--- src/rtl/texv_stepper.sv ---
// Per-row texture V generator: one restoring divide (and an optional preset multiply)
// per row during blanking, then a fixed-point accumulator stepped once per traced pixel.
module texv_stepper #(
   parameter int H_VIEW = 640,
   parameter int FRAC   = 10
) (
   input  logic        clk,
   input  logic        reset,
   input  logic        load,
   input  logic [10:0] size,
   input  logic [9:0]  hpos,
   input  logic        run,
   output logic [5:0]  texv,
   output logic        ready,
   output logic        busy
);

   localparam int HALF = H_VIEW / 2;
   localparam int SW   = FRAC + 6;

   localparam logic [1:0] S_IDLE  = 2'd0;
   localparam logic [1:0] S_DIV   = 2'd1;
   localparam logic [1:0] S_MUL   = 2'd2;
   localparam logic [1:0] S_READY = 2'd3;

   logic [1:0]        state_q, state_d;
   logic [10:0]       size_q, size_d;
   logic signed [11:0] top_q, top_d;
   logic [SW-1:0]     step_q, step_d;
   logic [SW-1:0]     acc_q, acc_d;
   logic [4:0]        cnt_q, cnt_d;
   logic [10:0]       rem_q, rem_d;
   logic [10:0]       mul_q, mul_d;

   logic [11:0]       remShift;
   logic [10:0]       remSub;
   logic              qBit;
   logic [SW-1:0]     addend;

   // The only set dividend bit is the MSB of 2^(FRAC+5), shifted in on the first divide cycle.
   assign remShift = {rem_q, (cnt_q == 5'd0)};
   assign qBit     = (remShift >= {1'b0, size_q});
   assign remSub   = remShift[10:0] - size_q;
   assign addend   = mul_q[0] ? (step_q << cnt_q) : '0;

   always_comb begin
      state_d = state_q;
      size_d  = size_q;
      top_d   = top_q;
      step_d  = step_q;
      acc_d   = acc_q;
      cnt_d   = cnt_q;
      rem_d   = rem_q;
      mul_d   = mul_q;
      if (load) begin
         size_d  = size;
         top_d   = 12'(HALF) - {1'b0, size};
         acc_d   = '0;
         step_d  = '0;
         cnt_d   = '0;
         rem_d   = '0;
         mul_d   = '0;
         state_d = (size == 11'd0) ? S_READY : S_DIV;
      end else begin
         case (state_q)
            S_DIV: begin
               rem_d  = qBit ? remSub : remShift[10:0];
               step_d = {step_q[SW-2:0], qBit};
               cnt_d  = cnt_q + 5'd1;
               if (cnt_q == 5'(SW - 1)) begin
                  cnt_d = '0;
                  if (size_q > 11'(HALF)) begin
                     mul_d   = size_q - 11'(HALF);
                     state_d = S_MUL;
                  end else begin
                     state_d = S_READY;
                  end
               end
            end
            S_MUL: begin
               // Preset is the texv offset at hpos 0 when the wall top lies above the screen.
               acc_d = acc_q + addend;
               mul_d = mul_q >> 1;
               cnt_d = cnt_q + 5'd1;
               if (cnt_q == 5'd10) begin
                  cnt_d   = '0;
                  state_d = S_READY;
               end
            end
            S_READY: begin
               if (run && ($signed({2'b00, hpos}) >= top_q)) begin
                  acc_d = acc_q + step_q;
               end
            end
            default: ;
         endcase
      end
   end

   always_ff @(posedge clk or posedge reset) begin
      if (reset) begin
         state_q <= S_IDLE;
         size_q  <= '0;
         top_q   <= '0;
         step_q  <= '0;
         acc_q   <= '0;
         cnt_q   <= '0;
         rem_q   <= '0;
         mul_q   <= '0;
      end else begin
         state_q <= state_d;
         size_q  <= size_d;
         top_q   <= top_d;
         step_q  <= step_d;
         acc_q   <= acc_d;
         cnt_q   <= cnt_d;
         rem_q   <= rem_d;
         mul_q   <= mul_d;
      end
   end

   assign texv  = acc_q[FRAC+5:FRAC];
   assign ready = (state_q == S_READY);
   assign busy  = (state_q == S_DIV) || (state_q == S_MUL);

endmodule

--- config.mk ---
export PLATFORM = sky130hd
export DESIGN_NAME = texv_stepper
export DESIGN_NICKNAME = d
export VERILOG_FILES = /design/src/rtl/texv_stepper.sv
export SDC_FILE = /design/constraint.sdc
export NUM_CORES = 1
export LEC_CHECK = 0
export CORE_MARGIN = 5
export CORE_UTILIZATION = 56
export CTS_CLUSTER_SIZE = 28
export DETAILED_ROUTE_END_ITERATION = 10
export PLACE_DENSITY = 0.76
export SLEW_MARGIN = 5
export SYNTH_ARGS = -nofsm -noshare
export SYNTH_HDL_FRONTEND = slang
export SYNTH_SLANG_ARGS = --single-unit
--- constraint.sdc ---
create_clock -name clk -period 3.34 [get_ports clk]
set_input_delay 0.835 -clock clk [delete_from_list [all_inputs] [get_ports clk]]
set_output_delay 0.835 -clock clk [all_outputs]
set_load 0.01 [all_outputs]
Yosys cells after proc, flatten, opt, wreduce, memory -nomap -nowiden
Cells that the tools add are included.
{"block": "word_totals", "output_inout_bits": 8, "ff_bits": 84}
{"block": "classes", "addsub": 6, "eq_ne": 9, "n_shift": 1, "n_mux": 23, "n_reduce_logical": 10, "magnitude_cmp": 3}
{"operator": "16-bit two-way mux", "count": 5}
{"operator": "11-bit two-way mux", "count": 6}
{"operator": "16-bit adder", "count": 2}
{"operator": "16-bit one-hot mux with 2 select lines", "count": 1}
{"operator": "11-bit one-hot mux with 2 select lines", "count": 1}
{"operator": "16-bit by 5-bit left shift with 16-bit output", "count": 1}
{"operator": "5-bit two-way mux", "count": 3}
{"operator": "11-bit by 12-bit greater-or-equal comparator with 1-bit output", "count": 1}
{"operator": "12-bit by 11-bit greater-or-equal comparator with 1-bit output", "count": 1}
{"operator": "9-bit by 11-bit subtractor with 12-bit output (first input constant)", "count": 1}
{"operator": "11-bit by 9-bit > comparator with 1-bit output (second input constant)", "count": 1}
{"operator": "11-bit logical NOT", "count": 1}
{"operator": "11-bit subtractor", "count": 1}
{"operator": "11-bit by 9-bit subtractor with 11-bit output (second input constant)", "count": 1}
{"operator": "5-bit by 4-bit equality test with 1-bit output (second input constant)", "count": 2}
{"operator": "5-bit one-hot mux with 2 select lines", "count": 1}
{"operator": "3-bit != test (second input constant)", "count": 3}
{"operator": "2-bit two-way mux", "count": 4}
{"operator": "3-bit AND reduction", "count": 2}
{"operator": "3-bit nonzero test", "count": 2}
{"operator": "5-bit by 1-bit adder with 5-bit output (second input constant)", "count": 1}
{"operator": "5-bit logical NOT", "count": 1}
{"operator": "2-bit equality test (second input constant)", "count": 2}
{"operator": "2-bit one-hot mux with 2 select lines", "count": 1}
{"operator": "other kinds (7)", "count": 7}

Longest topological paths before layout
Gate-level depths: netlist (run 1).
{"block": "depth", "ltp_word": 5, "depth_mapped": 15}

Worst setup path before layout (run 1)
No wires, ideal clock.
{"block": "synth_timing", "kind": "register to register", "startpoint": "register cnt_q[1]", "endpoint": "register acc_q[15]", "t_arrival_ns": 3.560, "synth_period_minus_slack_ns": 3.688, "stages_incl_launch_ff": 14, "setup_slack_ns": -0.348, "n_path_buf": 2, "path_cell_list": "dfrtp_1 > buf_1 > clkbuf_1 > mux4_1 > a211oi_1 > a21oi_1 > a22o_1 > ha_1 > and3_1 > o2111a_1 > and3_1 > or3_1 > a21oi_1 > mux2_1"}
{"block": "synth_between", "elab_chain_len": 5}
{"item": "start, declared", "line": "31", "text": "logic [4:0] cnt_q, cnt_d;"}
{"item": "start signal, assigned", "line": "116", "text": "cnt_q <= cnt_d;"}
{"item": "16-bit by 5-bit left shift with 16-bit output", "line": "44", "text": "assign addend = mul_q[0] ? (step_q << cnt_q) : '0;"}
{"item": "16-bit two-way mux", "line": "44"}
{"item": "16-bit adder", "line": "82", "text": "acc_d = acc_q + addend;"}
{"item": "16-bit one-hot mux with 2 select lines", "line": "65", "text": "case (state_q)"}
{"item": "16-bit two-way mux", "line": "55", "text": "if (load) begin"}
{"item": "end signal, assigned", "line": "106", "text": "acc_q <= '0;"}
{"item": "end signal, assigned", "line": "115", "text": "acc_q <= acc_d;"}
{"item": "end, declared", "line": "30", "text": "logic [SW-1:0] acc_q, acc_d;"}
Every way passes these cells.
A chain may end at the register's enable or synchronous reset.

Worst setup path in the final report (run 1)
{"block": "layout_timing", "startpoint": "register cnt_q[0]", "endpoint": "register acc_q[15]"}
The elaborated chain is that of the path after synthesis.

==> results of run 1 <==
[power by group]
| part | internal (W) | switching (W) | total (W) |
|---|---|---|---|
| Sequential | 0.00109 | 0.0000747 | 0.00117 |
| Clock | 0.000660 | 0.000433 | 0.00109 |
| Combinational | 0.000457 | 0.000558 | 0.00102 |
[metrics by stage]
step	hold slack, ps	power (W)	setup slack (ps)	setup TNS (ps)
floorplan	480	0.00184	7.84	0
global placement	489	0.00210	-242	-844
detailed placement	500	0.00215	-352	-1320
CTS	517	0.00325	0.677	0
global route	538	0.00345	-79.5	-148
finish	514	0.00328	1.25	0
[cells in the final DEF (no fill, tap or decap), types with 30 or more instances in the layout]
cell type	synthesis	routed
dfrtp_1	83	82
nor2_1	75	74
buf_4	6	70
inv_1	48	46
o21ai_0	48	41
ha_1	50	40
nand2_1	36	36
mux2i_1	36	34
clkdlybuf4s50_1	0	31
a21oi_1	36	30
[registers in the layout (all words and copies together) (netlist names)]
register,flops
step_q,16
top_q,11
rem_q,11
state_q,2
cnt_q,5
size_q,11
acc_q,16
mul_q,11
[metal layers]
| metal | up-vias | global-route usage (%) | share of wire (%) |
|---|---|---|---|
| met1 | 2757 | 36.7 | 48 |
| li1 | 2716 | - | - |
| met2 | 151 | 40.1 | 46 |
| met3 | 24 | 3.68 | 4.7 |
| met4 | 0 | 6.19 | 1.6 |
| met5 | - | 0 | 0 |
[kinds of logic after synthesis]
kind of cell / after synthesis / synth area share [%]
compound gates: 193 / 20.3
mux: 64 / 13.0
xor+xnor: 26 / 3.57
simple gates: 194 / 14.2
flops: 83 / 32.6
buf+inv: 91 / 5.85
fa+ha+maj: 52 / 10.4
[Yosys cell counts, drive strengths merged (11+ instances only)]
library cell	number	area, sq um
buf	18	98.8
nor3	15	75.1
a21oi	36	180
nand3	21	105
dfrtp	83	2080
xnor2	16	140
ha	50	626
mux2i	36	360
o21ai	48	240
mux2	17	191
nand2	36	135
a22o	11	96.3
o21a	11	82.6
a311oi	11	96.3
nor2	75	282
clkbuf	25	93.8
inv	48	180
mux4	11	278
[cell type report]
class | instances | area (sq um)
Timing Repair Buffer | 108 | 923
Multi-Input combinational cell | 529 | 4180
Sequential cell | 83 | 2080
Clock buffer | 9 | 225
Fill cell | 873 | 3410
Clock inverter | 7 | 96.3
Inverter | 48 | 184
Tap cell | 143 | 179
[path summary, 6_finish.rpt]
check                         start         to  slack (ps)  depth (start not counted)
setup / recovery           cnt_q[0]  acc_q[15]           1                         13
min in group asynchronous     reset   top_q[3]         830                          2
max in group asynchronous     reset   cnt_q[0]        1830                          3
hold reg to reg            mul_q[1]   mul_q[1]         510                          1
hold / removal             mul_q[1]   mul_q[1]         510                          1
setup reg to reg           cnt_q[0]  acc_q[15]           1                         13
[timing repair]
item,in CTS,in global routing
setup endpoints to repair,8,16
resized for setup,28,40
pin swaps,11,26
buffers inserted,3,4
==> impl_metrics.py, run 1 <==
metrics = {
    "yosys": {
        "syn_inst": 703,
        "ys_seq_area_share_pct": 32.6,
        "synth-edff-count": 0,
        "avgSynthCellArea_sq_um": 9.06,
        "syn_nets": 780,
        "synthArstFlopShare_pct": 100,
        "synthesis.area_sq_um": 6370,
        "yosysWarningCount": 0,
        "ys_seq_elements": 83,
        "synth_cell_type_count": 57,
        "synthFlopType": "dfrtp_1",
    },
    "floorplanning": {
        "dieArea_sq_um": 13600,
        "coreArea_sq_um": 11300,
        "fp.dieW_um": 117,
        "pin_count": 33,
        "rows": 39,
        "die_h_um": 117,
        "start_util_pct": 56.5,
    },
    "global_route": {
        "grt_max_degree": 58,
        "grt_overflow": 0,
        "antenna_found_initial": 0,
        "grt_pass1_vias": 5587,
        "grt_util_all_layers_pct": 25.3,
        "grt_pass1_wl_mm": 27.5,
    },
    "detailed_routing": {
        "first_pass_iters": 6,
        "drt_iter0_drc": 431,
        "drt_wl_total_mm": 16.7,
        "wire_per_inst_um": 18.0,
        "vias": 5648,
        "post_drt_via_cell_ratio": 6.09,
        "drc_errors": 0,
        "ant_nets": 0,
    },
    "setup_path": {
        "cp_data_required_time_ps": 3570,
        "cpPeakStageDelay_ps": 540,
        "path_max_fanout": 5,
        "crit_slowest_cell": "mux4_2",
        "cp-start-kind": "flop",
        "end_kind": "flop",
        "critPathMostFrequentCell": "buf_6",
        "path_buf_inv": 3,
        "critPathKind": "flop to flop",
        "arrival_ps": 3570,
        "crit_family": "multiplexers",
        "cp_cell_sequence": "buf_6 -> mux4_2 -> buf_6 -> mux2i_4 -> o21ai_2 -> ha_2 -> buf_4 -> nor3_2 -> o211ai_1 -> and3_4 -> or3_4 -> a21oi_2 -> mux2_4",
    },
    "flow_run": {
        "maxCapViolations": 0,
    },
    "sta": {
        "finalHoldViolCount": 0,
        "max_freq_mhz": 300,
        "finalClockSkew_ps": 7.24,
        "fin_crit_ps": 3340,
        "setup_viol": 0,
        "finalCritPeriodShare_pct": 100,
        "worst_slew_pin_slew_ps": 938,
        "relSlewSlack_pct": 37.5,
        "slew_violations": 0,
        "rsz0062_at_grt": "yes",
    },
    "cts": {
        "cts_hold_buf": 0,
        "clock_path_buffers": 2,
        "cts_max_level": 3,
        "clock_sinks": 83,
        "cts_buffers": 9,
        "clk_latency_ps": 350,
        "clkTransAtPathRegs_ps": 60,
        "clockRootBuffer": "clkbuf_16",
        "cts_tree": "yes",
    },
    "cells_and_area": {
        "diodes": 0,
        "final_util_pct": 69.8,
        "drive_above_1_share_pct": 21.3,
        "stdcell_count": 927,
        "num-nets-final": 856,
        "syn2layout_area_growth_pct": 23.5,
        "design_area_sq_um": 7870,
    },
    "power_and_ir_drop": {
        "max-vdd-ir-drop_v": 0.000319,
        "power.density_nw_per_um2": 417,
        "leakage_nw": 3.51,
    },
    "placement": {
        "hpwlAfterDp_mm": 12.3,
        "io_buffers": 32,
        "place_congestion": 0.962,
        "dpl-instance-area_sq_um": 7250,
        "placedCellCount": 904,
    },
    "worst_hold_path": {
        "min_path_type": "flop to flop",
    },
    "run_status": {
        "status": "finished clean",
    },
}
(Power assumes the default switching activity.)
==> run 2: changes to the inputs <==
--- a/config.mk
+++ b/config.mk
@@ -5,11 +5,13 @@
 export SDC_FILE = /design/constraint.sdc
 export NUM_CORES = 1
 export LEC_CHECK = 0
+export CELL_PAD_IN_SITES_DETAIL_PLACEMENT = 1
+export CELL_PAD_IN_SITES_GLOBAL_PLACEMENT = 1
 export CORE_MARGIN = 5
-export CORE_UTILIZATION = 56
+export CORE_UTILIZATION = 43
 export CTS_CLUSTER_SIZE = 28
 export DETAILED_ROUTE_END_ITERATION = 10
-export PLACE_DENSITY = 0.76
+export PLACE_DENSITY_LB_ADDON = 0.1
 export SLEW_MARGIN = 5
 export SYNTH_ARGS = -nofsm -noshare
 export SYNTH_HDL_FRONTEND = slang
==> run 2 against run 1 <==
The flow now finishes with violations (setup timing). Global-route usage is 2.2 points lower. Cell count up 5.3%. Cell area increased by 1.2%. Clock skew about the same. Fmax fell by 2.4%. First-iteration DRC count down 33%. Clock power shrank 8%. Non-clock buffer count up 9. Critical path depth decreased by 1. Register-to-register slack worse by 80 ps. Worst hold slack got worse by 0.72 ps. Flip-flop and latch count unchanged. Highest routed layer unchanged.
==> impl_metrics.py, run 2 (synthesized netlist as in run 1, its figures left out) <==
metrics = {
    "run_status": {
        "status": "complete, but fails checks",
        "violations": "setup timing",
    },
    "placement": {
        "io_buffers": 32,
        "preCtsSetupSlack_ps": -432,
        "hpwlAfterDp_mm": 14.2,
        "place_congestion": 0.909,
    },
    "detailed_routing": {
        "first_pass_iters": 4,
        "drc_errors": 0,
        "drt_iter0_drc": 288,
        "vias": 5770,
        "post_drt_via_cell_ratio": 5.91,
        "ant_nets": 0,
        "wire_per_inst_um": 20.4,
        "drt_wl_total_mm": 19.9,
    },
    "cts": {
        "cts_max_level": 3,
        "clock_sinks": 83,
        "clkTransAtPathRegs_ps": 60,
        "cts_buffers": 9,
        "cts_tree": "yes",
        "clockRootBuffer": "clkbuf_16",
        "clk_latency_ps": 360,
        "clock_path_buffers": 2,
        "cts_hold_buf": 0,
    },
    "sta": {
        "rsz0062_at_grt": "yes",
        "finalClockSkew_ps": 7.26,
        "relSlewSlack_pct": 34.7,
        "finalCritPeriodShare_pct": 102,
        "worst_slew_pin_slew_ps": 979,
        "fin_crit_ps": 3420,
        "finalHoldViolCount": 0,
        "finalWorstSetupSlack_ps": -80.0,
        "finalSetupTns_ps": -120,
        "slew_violations": 0,
        "max_freq_mhz": 292,
        "setup_viol": 2,
    },
    "global_route": {
        "grt_max_degree": 54,
        "met2_usage_pct": 37.1,
        "grt_pass1_wl_mm": 33.0,
        "met3_usage_pct": 4.47,
        "grtUsageMet1_pct": 32.0,
        "grt_pass1_vias": 6301,
        "grt_overflow": 0,
        "antenna_found_initial": 0,
        "grt_util_all_layers_pct": 23.0,
        "busiest_layer": "met2",
    },
    "floorplanning": {
        "pin_count": 33,
        "rows": 44,
        "dieArea_sq_um": 17300,
        "die_h_um": 132,
        "start_util_pct": 43.8,
        "coreArea_sq_um": 14500,
        "fp.dieW_um": 132,
    },
    "setup_path": {
        "arrival_ps": 3660,
        "cp-start-kind": "flop",
        "cp_data_required_time_ps": 3580,
        "critPathKind": "flop to flop",
        "path_max_fanout": 6,
        "end_kind": "flop",
    },
    "cells_and_area": {
        "largestRegisters": "acc_q x16, step_q x16",
        "syn2layout_area_growth_pct": 25.0,
        "nFillCells": 1679,
        "multiInputGateArea_sq_um": 4180,
        "layout_commonest_cell": "dfrtp_1",
        "drive_above_1_share_pct": 22.5,
        "diodes": 0,
        "mostFrequentLayoutCells": "dfrtp_1 (82), buf_4 (80), nor2_1 (75)",
        "final_util_pct": 54.8,
        "seq_area_sq_um": 2080,
        "num-nets-final": 865,
    },
    "flow_run": {
        "maxCapViolations": 0,
    },
    "worst_hold_path": {
        "min_path_type": "flop to flop",
    },
    "power_and_ir_drop": {
        "leakage_nw": 3.54,
        "max-vdd-ir-drop_v": 0.000273,
        "power.density_nw_per_um2": 406,
    },
}
-- run 2: cell count changes in the layout (fill, tap and decap cells not counted), sizes merged --
cell	before	now
buf	77	86
bufinv	2	0
clkbuf	9	12
clkinv	3	4
inv	50	47
-- run 2: path summary, 6_finish.rpt --
path,start,to,slack [ps],depth (start not counted)
max in group asynchronous,reset,cnt_q[0],1780,3
setup reg to reg,cnt_q[0],acc_q[15],-80,12
hold reg to reg,mul_q[4],mul_q[4],510,1
setup / recovery,cnt_q[0],acc_q[15],-80,12
min in group asynchronous,reset,top_q[2],860,2
hold / removal,mul_q[4],mul_q[4],510,1
-- run 2: per-stage QoR --
| stage | cells | total power [W] | area, sq um | hold WS (ps) |
|---|---|---|---|---|
| after floorplan | 703 | 0.00184 | 6410 | 480 |
| after global placement | 949 | 0.00213 | 7330 | 490 |
| after detailed placement | 949 | 0.00219 | 7330 | 499 |
| after CTS | 973 | 0.00322 | 7820 | 514 |
| after global routing | 976 | 0.00342 | 7960 | 531 |
| final | 976 | 0.00323 | 7960 | 513 |
-- run 2: power by group --
part | total, W | switching, W | internal [W]
logic | 0.00107 | 0.000587 | 0.000479
registers | 0.00117 | 0.0000761 | 0.00109
clock network | 0.000998 | 0.000436 | 0.000562
total | 0.00323 | 0.00110 | 0.00213
-- run 2: what timing repair did --
action,CTS,global route
buffers inserted,9,3
gates cloned,0,0
pin swaps,9,10
gates resized for setup,35,28
endpoints found under the setup margin,17,17
-- run 2: worst max-delay path, stage by stage, from the launching register on --
cell      delay, ps
dfrtp_2         400
buf_12          130
mux4_2          550
mux2i_1         180
o22ai_2         100
a22o_1          250
ha_4            240
o21a_1          190
o2111a_1        250
and3_4          180
or3_4           370
a21oi_4         150
mux2_4          300
-- run 2: routing by layer --
layer	wire [um]	up-vias	share of wire, %
met1	9610	2926	48
met2	9450	88	47
li1	-	2733	-
met3	624	23	3.1
met4	255	0	1.3
met5	0	-	0
-- run 2: final cells by class --
cell class,count,area share [%]
inverter,48,2.28
timing repair buffer,117,12.6
clock buffer,12,3.35
tap,184,2.89
clock inverter,3,0.283
sequential,83,26.1
multi-input combinational,529,52.5
==> run 3: changes to the inputs <==
--- a/config.mk
+++ b/config.mk
@@ -9,6 +9,7 @@
 export CELL_PAD_IN_SITES_GLOBAL_PLACEMENT = 1
 export CORE_MARGIN = 5
 export CORE_UTILIZATION = 43
+export CTS_CLUSTER_DIAMETER = 30
 export CTS_CLUSTER_SIZE = 28
 export DETAILED_ROUTE_END_ITERATION = 10
 export PLACE_DENSITY_LB_ADDON = 0.1
==> results of run 3 <==
Same layout as run 2: the final DEF is identical, and so are final timing and power.
